`config.mk`:
```
export PLATFORM = sky130hd
export DESIGN_NAME = adder_arbiter_flat
export DESIGN_NICKNAME = d
export VERILOG_FILES = /design/src/rtl/adder_arbiter_if.sv /design/src/rtl/adder_arbiter.sv /design/src/flat_wrapper.sv
export SDC_FILE = /design/constraint.sdc
export NUM_CORES = 1
export LEC_CHECK = 0
export BUFFER_PORTS_ARGS = -buffer_cell sky130_fd_sc_hd__buf_2
export CELL_PAD_IN_SITES_DETAIL_PLACEMENT = 1
export CELL_PAD_IN_SITES_GLOBAL_PLACEMENT = 1
export CORE_UTILIZATION = 31
export DETAILED_ROUTE_END_ITERATION = 6
export GPL_ROUTABILITY_DRIVEN = 0
export PLACE_DENSITY_LB_ADDON = 0.1
export RECOVER_POWER = 50
export SLEW_MARGIN = 20
export SYNTH_ARGS = -nofsm -noshare
export SYNTH_HDL_FRONTEND = slang
export SYNTH_SLANG_ARGS = --single-unit
```
`constraint.sdc`:
```
create_clock -name clk -period 2.35 [get_ports clk]
set_clock_uncertainty 0.15 [all_clocks]
set_input_delay 0.47 -clock clk [delete_from_list [all_inputs] [get_ports clk]]
set_output_delay 0.47 -clock clk [all_outputs]
set_load 0.02 [all_outputs]
```
`src/rtl/adder_arbiter_if.sv`:
```
`timescale 1ns/1ps
`default_nettype none
// ============================================================================
// Module   : adder_arbiter_if
// Brief    : Request, shared-adder and response signals of adder_arbiter.
// Revision : 1.0 - initial release
// ============================================================================
interface adder_arbiter_if #(
  parameter int WIDTH = 8,
  parameter int NREQ  = 4,
  parameter int IDW   = 2
);
  logic [NREQ-1:0]       ReqValid;
  logic [NREQ*WIDTH-1:0] ReqA;
  logic [NREQ*WIDTH-1:0] ReqB;
  logic [NREQ-1:0]       ReqReady;
  logic [WIDTH-1:0]      AddA;
  logic [WIDTH-1:0]      AddB;
  logic [WIDTH-1:0]      AddS;
  logic                  RspValid;
  logic [WIDTH-1:0]      RspData;
  logic [IDW-1:0]        RspId;
  logic                  RspReady;
  logic                  Busy;

  // Arbiter side
  modport slave (
    input  ReqValid, ReqA, ReqB, AddS, RspReady,
    output ReqReady, AddA, AddB, RspValid, RspData, RspId, Busy
  );

  // Requesters, shared adder and response consumer
  modport master (
    output ReqValid, ReqA, ReqB, AddS, RspReady,
    input  ReqReady, AddA, AddB, RspValid, RspData, RspId, Busy
  );
endinterface
`default_nettype wire

```
`src/rtl/adder_arbiter.sv`:
```
`timescale 1ns/1ps
`default_nettype none
// ============================================================================
// Module   : adder_arbiter
// Brief    : Round-robin arbiter sharing one adder between NREQ requesters.
// Revision : 1.0 - initial release
// ============================================================================
module adder_arbiter #(
  parameter int WIDTH = 8,
  parameter int NREQ  = 4,
  parameter int IDW   = 2
) (
  input  wire logic       clk,
  input  wire logic       rst_n,
  adder_arbiter_if.slave  bus
);

  localparam logic [IDW:0]   NREQ_W  = (IDW+1)'(NREQ);
  localparam logic [IDW-1:0] LAST_ID = IDW'(NREQ - 1);

  typedef enum logic [1:0] {
    ST_IDLE = 2'd0,
    ST_ADD  = 2'd1,
    ST_RESP = 2'd2
  } state_t;

  state_t           state_q, state_d;
  logic [IDW-1:0]   ptr_q, ptr_d;
  logic [IDW-1:0]   id_q, id_d;
  logic [WIDTH-1:0] opa_q, opa_d;
  logic [WIDTH-1:0] opb_q, opb_d;
  logic [WIDTH-1:0] rsp_data_q, rsp_data_d;
  logic             rsp_valid_q, rsp_valid_d;

  logic             found;
  logic [IDW-1:0]   grant;
  logic [IDW:0]     rr_idx;
  logic [WIDTH-1:0] req_a [NREQ];
  logic [WIDTH-1:0] req_b [NREQ];

  for (genvar i = 0; i < NREQ; i++) begin : g_unpack
    assign req_a[i] = bus.ReqA[i*WIDTH +: WIDTH];
    assign req_b[i] = bus.ReqB[i*WIDTH +: WIDTH];
  end

  // First valid requester at or above ptr_q, wrapping modulo NREQ
  always_comb begin
    found  = 1'b0;
    grant  = '0;
    rr_idx = '0;
    for (int k = 0; k < NREQ; k++) begin
      rr_idx = {1'b0, ptr_q} + (IDW+1)'(k);
      if (rr_idx >= NREQ_W) begin
        rr_idx = rr_idx - NREQ_W;
      end
      if (!found && bus.ReqValid[rr_idx[IDW-1:0]]) begin
        found = 1'b1;
        grant = rr_idx[IDW-1:0];
      end
    end
  end

  always_comb begin
    state_d     = state_q;
    ptr_d       = ptr_q;
    id_d        = id_q;
    opa_d       = opa_q;
    opb_d       = opb_q;
    rsp_data_d  = rsp_data_q;
    rsp_valid_d = rsp_valid_q;
    case (state_q)
      ST_IDLE: begin
        if (found) begin
          opa_d   = req_a[grant];
          opb_d   = req_b[grant];
          id_d    = grant;
          state_d = ST_ADD;
        end
      end
      ST_ADD: begin
        rsp_data_d  = bus.AddS;
        rsp_valid_d = 1'b1;
        state_d     = ST_RESP;
      end
      ST_RESP: begin
        if (bus.RspReady) begin
          rsp_valid_d = 1'b0;
          ptr_d       = (id_q == LAST_ID) ? '0 : id_q + 1'b1;
          state_d     = ST_IDLE;
        end
      end
      default: state_d = ST_IDLE;
    endcase
  end

  always_ff @(posedge clk or negedge rst_n) begin
    if (!rst_n) begin
      state_q     <= ST_IDLE;
      ptr_q       <= '0;
      id_q        <= '0;
      opa_q       <= '0;
      opb_q       <= '0;
      rsp_data_q  <= '0;
      rsp_valid_q <= 1'b0;
    end else begin
      state_q     <= state_d;
      ptr_q       <= ptr_d;
      id_q        <= id_d;
      opa_q       <= opa_d;
      opb_q       <= opb_d;
      rsp_data_q  <= rsp_data_d;
      rsp_valid_q <= rsp_valid_d;
    end
  end

  assign bus.ReqReady = (state_q == ST_IDLE && found) ? (NREQ'(1) << grant) : '0;
  assign bus.AddA     = opa_q;
  assign bus.AddB     = opb_q;
  assign bus.RspValid = rsp_valid_q;
  assign bus.RspData  = rsp_data_q;
  assign bus.RspId    = id_q;
  assign bus.Busy     = (state_q != ST_IDLE);

endmodule
`default_nettype wire

```
`src/flat_wrapper.sv`:
```
// flat-port wrapper written by rule: the top's interface ports become plain ports
module adder_arbiter_flat 
#(
  parameter int WIDTH = 8,
  parameter int NREQ  = 4,
  parameter int IDW   = 2
)
  (clk, rst_n, bus_ReqValid, bus_ReqA, bus_ReqB, bus_AddS, bus_RspReady, bus_ReqReady, bus_AddA, bus_AddB, bus_RspValid, bus_RspData, bus_RspId, bus_Busy);
  adder_arbiter_if #(.WIDTH(WIDTH), .NREQ(NREQ), .IDW(IDW)) bus_i ();
  input  wire logic clk;
  input  wire logic rst_n;
  input wire logic [$bits(bus_i.ReqValid)-1:0] bus_ReqValid;
  input wire logic [$bits(bus_i.ReqA)-1:0] bus_ReqA;
  input wire logic [$bits(bus_i.ReqB)-1:0] bus_ReqB;
  input wire logic [$bits(bus_i.AddS)-1:0] bus_AddS;
  input wire logic [$bits(bus_i.RspReady)-1:0] bus_RspReady;
  output wire logic [$bits(bus_i.ReqReady)-1:0] bus_ReqReady;
  output wire logic [$bits(bus_i.AddA)-1:0] bus_AddA;
  output wire logic [$bits(bus_i.AddB)-1:0] bus_AddB;
  output wire logic [$bits(bus_i.RspValid)-1:0] bus_RspValid;
  output wire logic [$bits(bus_i.RspData)-1:0] bus_RspData;
  output wire logic [$bits(bus_i.RspId)-1:0] bus_RspId;
  output wire logic [$bits(bus_i.Busy)-1:0] bus_Busy;
  assign bus_i.ReqValid = bus_ReqValid;
  assign bus_i.ReqA = bus_ReqA;
  assign bus_i.ReqB = bus_ReqB;
  assign bus_i.AddS = bus_AddS;
  assign bus_i.RspReady = bus_RspReady;
  assign bus_ReqReady = bus_i.ReqReady;
  assign bus_AddA = bus_i.AddA;
  assign bus_AddB = bus_i.AddB;
  assign bus_RspValid = bus_i.RspValid;
  assign bus_RspData = bus_i.RspData;
  assign bus_RspId = bus_i.RspId;
  assign bus_Busy = bus_i.Busy;
  adder_arbiter #(.WIDTH(WIDTH), .NREQ(NREQ), .IDW(IDW)) u_core (.clk(clk), .rst_n(rst_n), .bus(bus_i));
endmodule
```
==> results.txt <==
- The number of nets in the synthesized netlist is 250.
- Proportion of power drawn by combinational gates: 55.7%
- At the later pin of the worst-skew pair, clock insertion delay measures 0.28 ns.
- Area share of the largest cell type after synthesis: 43.4%
- The netlist uses 31 different library cells.
- Post-synthesis instance area: 1790 sq um
- Broken down by cell family, the worst path's largest delay share belongs to simple AND/OR/NAND/NOR gates.
* Count of nets after finishing: 374
- After layout, the worst setup slack is 0.0616 ns.
- Outcome: finished, violations left
- The number of buffers and inverters on the critical path is 1.
- The first global-routing pass estimated 9.51 mm of wire.
* Clock root buffer master: clkbuf_8
* Number of buffer cells added on primary ports: 110
- Final-report hold violation count: 0
* Required time worst endpoint: 1.73 ns
- Biggest cell delay along the critical path: 0.42 ns
- Synthesis handed over a netlist of 170 instances.
- Area leader, netlist: dfrtp_1
- Core occupancy in the finished layout: 48.1%
* Pin count of the biggest net entering global routing: 32
- Leading cell types in the layout, fill and taps excluded: buf_2 (96), dfrtp_1 (30), o21ai_0 (18), buf_4 (18)
* IO Pins: 111
* Initial Utilization: 32.3%
* Register clock-pin slew on the reported worst setup and hold paths: 0.07 ns
* Crit Path Max Fanout: 5
- Clock power share: 17.6%
- The analysis attributes to net switching a power of 1.49 mW.
* Post-synthesis average cell area: 10.5 sq um
- Synthesis inferred 31 register bits.
- The total area inside the core boundary comes to 5540 sq um.
* Antenna Nets Post-Route: 0
- Count of TritonRoute iterations in the first routing pass: 4
* Critical path capture point type: output pin
- Overall die width: 77.9 microns
- Max transition margin: -14.5%
* Antenna violations before repair: 0
* CTS tree: built
* Die Height: 77.9 microns
- Setup repair after global routing missed its margin: yes
- Traced cell by cell, the critical path runs through nor3b_1, a211oi_1, or2_1, and3_1, buf_2.
* Vias per inst: 5.17
- Detailed placement ended at an HPWL of 4.54 mm.
- Summed over all layers, the global routing overflow is 0.
- Total power divided by cell area: 1350 nW/um^2
- Fill count: 694
- The worst path needs 2.29 ns of the cycle, external delays included.
* Fmax achieved: 437 MHz
- The critical path is of the flop to output pin type.
* Final setup violating endpoints: 0
- By area the synthesized netlist is led by dfrtp_1 (43%), mux2_2 (11%), a221o_1 (9.0%).
- Pins over their slew limit: 32
- The via count of the first global-routing pass was 1934.
- Number of diodes added for antenna fixing: 0
- Flop pwr share: 26.7%
- Data on the critical path arrives at its endpoint at 1.67 ns.
- The final reports fail on max-capacitance violations, max-slew violations.
* Violation count after the first detailed-routing iteration: 47
* Row count: 27
* Most common cell after layout, fill and taps aside: buf_2
- Least-Margin Pin Slew: 1.72 ns
- STA classifies the critical path startpoint as a flop.
- Number of clock buffers inserted by TritonCTS: 5
- Die area: 6080 sq um
* CTS H-tree depth: 2
- WL per Instance: 16.4 microns
- The share of the Yosys chip area taken by registers is 43.4%.
- Fraction of final layout cells with drive strength greater than 1: 53.6%
- Hold WC Path Type: primary input to flop
- Largest vdd supply drop: 0.523 mV
- Max-cap violations: 1
- Residual DRC count: 0
- Master of the slowest instance on the critical path: dfrtp_1
- Via count of the routed design: 1898
- Sinks on the clock net: 31
* Internal power consumption: 2.12 mW
- Clock Path Buffers: 2
- Post-place setup slack: 0.107 ns
- Lkg Pwr: 1.31 nW
* Area growth from synthesis to layout: 49.1%
* WL final: 6.01 mm
- In this run switching power makes up 41.2% of total power.
* Final critical-path share of the clock period: 97.4%
- During synthesis, Yosys emitted a total of 0 warnings.
- Global routing used 20.3% of the available tracks.
==> cells by family (layout without fill, tap and decap cells) <==
logic type | count (synthesis) | after routing | share of synthesized area (%)
buf+inv | 13 | 138 | 3.29
compound gates | 60 | 60 | 23.1
fa+ha+maj | 1 | 1 | 0.700
mux | 25 | 25 | 17.4
simple gates | 40 | 40 | 12.1
flops | 31 | 31 | 43.4
==> power groups by stage <==
stage | registers [mW] | clock network, mW | logic (mW)
6_report | 0.964 | 0.634 | 2.01
4_1_cts | 0.976 | 0.648 | 1.97
3_3_place_gp | 0.978 | 0 | 1.90
5_1_grt | 1.00 | 0.672 | 2.17
3_5_place_dp | 0.977 | 0 | 1.95
2_1_floorplan | 1.24 | 0 | 0.996
==> metrics by stage <==
step | power (mW) | hold WS [ns] | TNS [ns] | cell area, sq um | std cells
global route | 3.85 | 0.255 | -0.00167 | 2670 | 367
finish | 3.61 | 0.258 | 0 | 2670 | 367
floorplan | 2.23 | 0.0244 | 0 | 1790 | 170
detailed placement | 2.93 | 0.344 | 0 | 2480 | 352
CTS | 3.59 | 0.0984 | 0 | 2630 | 361
global placement | 2.88 | 0.336 | 0 | 2480 | 352
==> final timing paths <==
kind | startpoint | cells past startpoint | slack, ns | to
max in group asynchronous | rst_n | 1 | 0.46 | u_core.ptr_q[1]
min in group asynchronous | rst_n | 1 | 0.48 | u_core.bus.RspValid
worst min register to register | u_core.bus.AddB[2] | 1 | 0.36 | u_core.bus.AddB[2]
worst max register to register | u_core.ptr_q[1] | 7 | 0.13 | u_core.bus.AddA[6]
worst max-delay path | u_core.ptr_q[0] | 5 | 0.06 | bus_ReqReady[1]
worst min-delay path | bus_AddS[0] | 2 | 0.26 | u_core.bus.RspData[0]
==> sequential cells by signal, indices dropped and copies added (netlist names) <==
name	cells
u_core.bus.RspData	8
u_core.bus.RspId	2
u_core.bus.AddA	8
u_core.ptr_q	2
u_core.bus.AddB	8
u_core.bus.RspValid	1
u_core.state_q	2
==> layout make-up <==
class / count / area (sq um) / area share (%)
inverters: 2 / 7.51 / 0.282
clock buffers: 6 / 72.6 / 2.72
repair buffers: 128 / 684 / 25.7
clock inverters: 2 / 60.1 / 2.25
flip-flops and latches: 31 / 777 / 29.1
multi-input cells: 126 / 975 / 36.6
well taps: 72 / 90.1 / 3.38
==> cells in the mapped netlist (all sizes together) <==
library cell	instances
a211oi	1
and3	1
a31oi	1
nand2b	3
clkbuf	7
a21o	3
o31ai	1
and3b	1
o21ai	19
dfrtp	31
nand3b	1
inv	2
nor2b	1
nor3	2
nor2	6
ha	1
a31o	1
a21oi	18
nor3b	2
mux2	25
or2	3
nand3	16
nand2	4
buf	4
a221o	16
==> per-layer routing <==
metal	track usage, %	wire length [microns]	vias up
li1	-	-	894
met1	27.1	2750	917
met2	31.7	2720	82
met3	6.24	486	5
met4	5.56	49	0
met5	0	0	-
==> timing repair <==
action | CTS | global route
hold buffers | 0 | 0
buffers inserted | 1 | 6
gates resized for setup | 2 | 6
pin swaps | 1 | 3
endpoints found under the setup margin | 3 | 4
Note: power is estimated with default switching activity, not from simulation.
